[config.mk]
export PLATFORM = sky130hd
export DESIGN_NAME = pipe_hazard_sched
export DESIGN_NICKNAME = d
export VERILOG_FILES = /design/src/rtl/pipe_hazard_sched.sv
export SDC_FILE = /design/constraint.sdc
export NUM_CORES = 1
export LEC_CHECK = 0
export ABC_AREA = 1
export CAP_MARGIN = 0
export CELL_PAD_IN_SITES_DETAIL_PLACEMENT = 0
export CELL_PAD_IN_SITES_GLOBAL_PLACEMENT = 1
export CORE_UTILIZATION = 31
export DETAILED_ROUTE_END_ITERATION = 12
export GPL_TIMING_DRIVEN = 0
export PLACE_DENSITY = 0.77
export SETUP_SLACK_MARGIN = 0.3
export SYNTH_ARGS = -nofsm -noshare
export SYNTH_HDL_FRONTEND = slang
export SYNTH_SLANG_ARGS = --single-unit
export TNS_END_PERCENT = 50
[constraint.sdc]
create_clock -name CLK -period 1.5 [get_ports CLK]
set_input_delay 0.3 -clock CLK [delete_from_list [all_inputs] [get_ports CLK]]
set_output_delay 0.3 -clock CLK [all_outputs]
set_load 0.01 [all_outputs]
[src/rtl/pipe_hazard_sched.sv]
// pipe_hazard_sched
// Pipeline-register sequencing for the 5-stage MIPS core.
// Owns the MULT/DIV busy timer and generates the stall, bubble and flush enables.
// Also selects the PC source when an exception or ERET commits at MEM.
module pipe_hazard_sched #(
    parameter int MULT_CYCLES = 5,
    parameter int DIV_CYCLES  = 10,
    parameter int CNT_W       = 4
) (
    input  logic        CLK,
    input  logic        reset,
    input  logic        load_use_hz,
    input  logic        id_md_use,
    input  logic        md_start,
    input  logic        md_is_div,
    input  logic        exc_req,
    input  logic        eret_req,
    output logic        stall,
    output logic        bubble_idex,
    output logic        flush_all,
    output logic [1:0]  pc_sel,
    output logic        md_busy,
    output logic        md_done,
    output logic        md_err,
    output logic [31:0] stall_cnt
);

    typedef enum logic {
        IDLE = 1'b0,
        BUSY = 1'b1
    } state_t;

    localparam logic [CNT_W-1:0] MULT_LOAD = CNT_W'(MULT_CYCLES);
    localparam logic [CNT_W-1:0] DIV_LOAD  = CNT_W'(DIV_CYCLES);
    localparam logic [CNT_W-1:0] TIMER_ONE = CNT_W'(1);

    state_t           state_q, state_d;
    logic [CNT_W-1:0] timer_q, timer_d;
    logic             done_q, done_d;
    logic             err_q, err_d;
    logic [31:0]      cnt_q, cnt_d;

    logic             flush;
    logic             raw_stall;
    logic             stall_int;

    // Every flop resets asynchronously so a mid-operation reset kills the MULT/DIV immediately.
    always_ff @(posedge CLK or posedge reset) begin
        if (reset) begin
            state_q <= IDLE;
            timer_q <= '0;
            done_q  <= 1'b0;
            err_q   <= 1'b0;
            cnt_q   <= '0;
        end else begin
            state_q <= state_d;
            timer_q <= timer_d;
            done_q  <= done_d;
            err_q   <= err_d;
            cnt_q   <= cnt_d;
        end
    end

    // Next-state logic: start the timer from IDLE and count it down while BUSY.
    // A start that coincides with a flush belongs to a squashed instruction, so it is dropped.
    always_comb begin
        state_d = state_q;
        timer_d = timer_q;
        done_d  = 1'b0;
        err_d   = err_q;
        cnt_d   = stall_int ? cnt_q + 32'd1 : cnt_q;
        unique case (state_q)
            IDLE: begin
                if (md_start && !flush) begin
                    state_d = BUSY;
                    timer_d = md_is_div ? DIV_LOAD : MULT_LOAD;
                end
            end
            BUSY: begin
                if (md_start && !flush) begin
                    err_d = 1'b1;
                end
                if (timer_q == TIMER_ONE) begin
                    state_d = IDLE;
                    timer_d = '0;
                    done_d  = 1'b1;
                end else begin
                    timer_d = timer_q - TIMER_ONE;
                end
            end
            default: begin
                state_d = IDLE;
                timer_d = '0;
            end
        endcase
    end

    // Output logic: a flush overrides any stall and also forces the ID/EX bubble.
    always_comb begin
        flush     = exc_req | eret_req;
        raw_stall = load_use_hz | (id_md_use & ((state_q == BUSY) | md_start));
        stall_int = raw_stall & ~flush;
        if (exc_req) begin
            pc_sel = 2'b01;
        end else if (eret_req) begin
            pc_sel = 2'b10;
        end else begin
            pc_sel = 2'b00;
        end
    end

    assign stall       = stall_int;
    assign bubble_idex = stall_int | flush;
    assign flush_all   = flush;
    assign md_busy     = (state_q == BUSY);
    assign md_done     = done_q;
    assign md_err      = err_q;
    assign stall_cnt   = cnt_q;

endmodule

==> impl_metrics.ini <==
[cells_and_area]
final_common_cell = nand2_1
drive_gt1_share_pct = 49.9
syn2layout_area_growth_pct = 71.6
final_cell_mix = nand2_1 (80), buf_4 (49), buf_6 (37), nor2_1 (33), inv_1 (32)
finalNonFillerCells = 540
antenna_cells = 0
nNetsFinal = 451

[timing]
worstMarginPinSlew_ns = 0.705
rsz0062_at_grt = true
finalMaxSlewViolations = 0
fin_crit_sh_pct = 104
hold_viol_final = 0
timing.hold.ws_ns = 0.418
relSlewSlack_pct = 52.9
timing.fmax_mhz = 639
fin_skew_ns = 0.00920
final.setup.worst_slack_ns = -0.0646
period_needed_ns = 1.56
setup-violations-final = 3

[clocking]
cts.sinks = 39
cts_tree = done
htree_levels = 2
clock_tree.root_cell = clkbuf_8
clockBufferDepth = 2
cts_buffers = 5
path_clk_slew_ns = 0.08
insertion_delay_ns = 0.29
hold_buffers = 0

[floorplan]
floorplan.rows = 31
core_um2 = 7210
start_util_pct = 31.8
num_io_pins = 48
fp.dieH_um = 88.1
dieArea_um2 = 7760
die_w_um = 88.1

[yosys]
syn-num-nets = 321
avgSynthCellArea_um2 = 7.41
synth_warnings = 0
ys_ff_latch = 39
synth.distinct_cells = 27
postSynthCellCount = 310
synth_seq_area_share_pct = 42.5
syn_area_um2 = 2300

[grt]
antenna_found_initial = 0
grt_pass1_wl_um = 10300
grt_pass1_vias = 2194
grt_max_degree = 40
gr-total-overflow = 0
track_usage_pct = 17.4

[place]
pre_cts_ws_ns = -0.732
gp_congestion = 0.771
dpl.hpwl_um = 4190
dp_cells = 456
io_buffers = 47

[route]
drcViolationCount = 0
dr.pass1.iters = 4
post_drt_wl_per_cell_um = 13.4
drtAntennaViolNets = 0
routed_wl_um = 7210
via_count = 2457
routed_via_density = 4.55
drtIter0Drc = 78

[power]
max-vdd-ir-drop_mv = 0.654
powerDensity_nw_per_um2 = 910
leakagePower_nw = 1.97
p_total_mw = 3.59

[critical_path]
r2r_cells = 9
cp_data_arrival_time_ns = 1.26
path_class = reg2out
worstReg2RegEnd = stall_cnt[8]
start_kind = flip-flop
cp-end-kind = output port
required_ns = 1.20
r2r_slack_ns = -0.01
regToRegStartpoint = md_busy
worstPathMaxFanout = 2

[status]
status = finished with violations
violations = negative setup slack

[run]
maxCapViolCount = 0

[worst_hold_path]
min_path_type = in2async
power by group:
part / internal [mW] / switching (mW) / total [mW]
clock network: 0.327 / 0.386 / 0.713
logic: 0.796 / 0.745 / 1.54
registers: 1.21 / 0.125 / 1.33
total: 2.33 / 1.26 / 3.59
worst max-delay path by stage:
| stage | start | endpoint | slack [ns] | depth (start not counted) |
|---|---|---|---|---|
| 4_1_cts | md_busy | stall | -0.12 | 6 |
| 2_1_floorplan | stall_cnt[1] | stall_cnt[26] | 0.14 | 9 |
| 5_1_grt | md_busy | stall | -0.13 | 6 |
| 3_5_place_dp | exc_req | stall | -0.73 | 6 |
| 6_report | md_busy | stall | -0.06 | 6 |
| 3_3_place_gp | reset | stall_cnt[0] | -0.74 | 2 |
logic make-up (layout without fill, tap and decap cells):
kind of cell / Yosys count / after routing / synth area share, %
adder cells (fa/ha/maj): 3 / 3 / 1.63
flip-flops: 39 / 39 / 42.5
buffers and inverters: 44 / 174 / 8.17
XOR/XNOR: 16 / 16 / 6.10
AO/OA/AOI/OAI: 12 / 12 / 3.27
AND/OR/NAND/NOR: 196 / 197 / 38.3
Yosys cell counts, drive strengths merged:
| cell type | instances | share of area, % |
|---|---|---|
| nand4 | 12 | 3.5 |
| a22oi | 3 | 0.98 |
| nor2 | 49 | 9.9 |
| nand2 | 107 | 18 |
| dfrtp | 39 | 42 |
| xor2 | 6 | 2.3 |
| o21a | 1 | 0.33 |
| a31oi | 1 | 0.27 |
| inv | 40 | 6.5 |
| ha | 3 | 1.6 |
| xnor2 | 10 | 3.8 |
| a31o | 1 | 0.38 |
| nor3 | 4 | 1.6 |
| nand3 | 24 | 5.4 |
| a21oi | 2 | 0.44 |
| buf | 4 | 1.6 |
| o21ai | 4 | 0.87 |
final cells by class:
| cell class | instances | area (um2) |
|---|---|---|
| Timing Repair Buffer | 122 | 1060 |
| Inverter | 40 | 160 |
| Clock buffer | 7 | 76.3 |
| Sequential cell | 39 | 997 |
| Buffer | 4 | 48.8 |
| Multi-Input combinational cell | 228 | 1470 |
| Clock inverter | 1 | 5.00 |
| Fill cell | 671 | 3270 |
| Tap cell | 99 | 124 |
per-layer routing:
layer / up-vias / share of wire, % / global-route usage (%)
met1: 1163 / 46 / 23.7
li1: 1232 / - / -
met4: 0 / 2.0 / 4.40
met3: 15 / 2.9 / 2.83
met5: - / 0 / 0
met2: 47 / 49 / 28.8
metrics by stage:
| stage | setup TNS, ns | utilization [%] | cell area (um2) |
|---|---|---|---|
| 2_1_floorplan | 0 | - | 2340 |
| 3_3_place_gp | -33.96 | 40.7 | 2940 |
| 3_5_place_dp | -9.64 | 40.7 | 2940 |
| 4_1_cts | -0.125 | 48.4 | 3490 |
| 5_1_grt | -1.14 | 54.6 | 3940 |
| 6_report | -0.0905 | 54.6 | 3940 |
registers in the layout, indices dropped and copies added (netlist names):
signal     cells
md_err         1
md_busy        1
timer_q        4
stall_cnt     32
md_done        1
worst max-delay path: stages (launching register included):
cell	delay, ns
dfrtp_2	0.41
o21ai_2	0.15
nand2_2	0.09
nand2_4	0.07
inv_4	0.04
buf_8	0.11
buf_6	0.11
timing repair:
action                     CTS  global route
hold endpoints to repair     0             0
cloned                       1             3
pin swaps                   37            44
setup endpoints to repair   77            97
buffers inserted            49            23
gates resized for setup    227            68
Power figures use the tool's default switching activity.
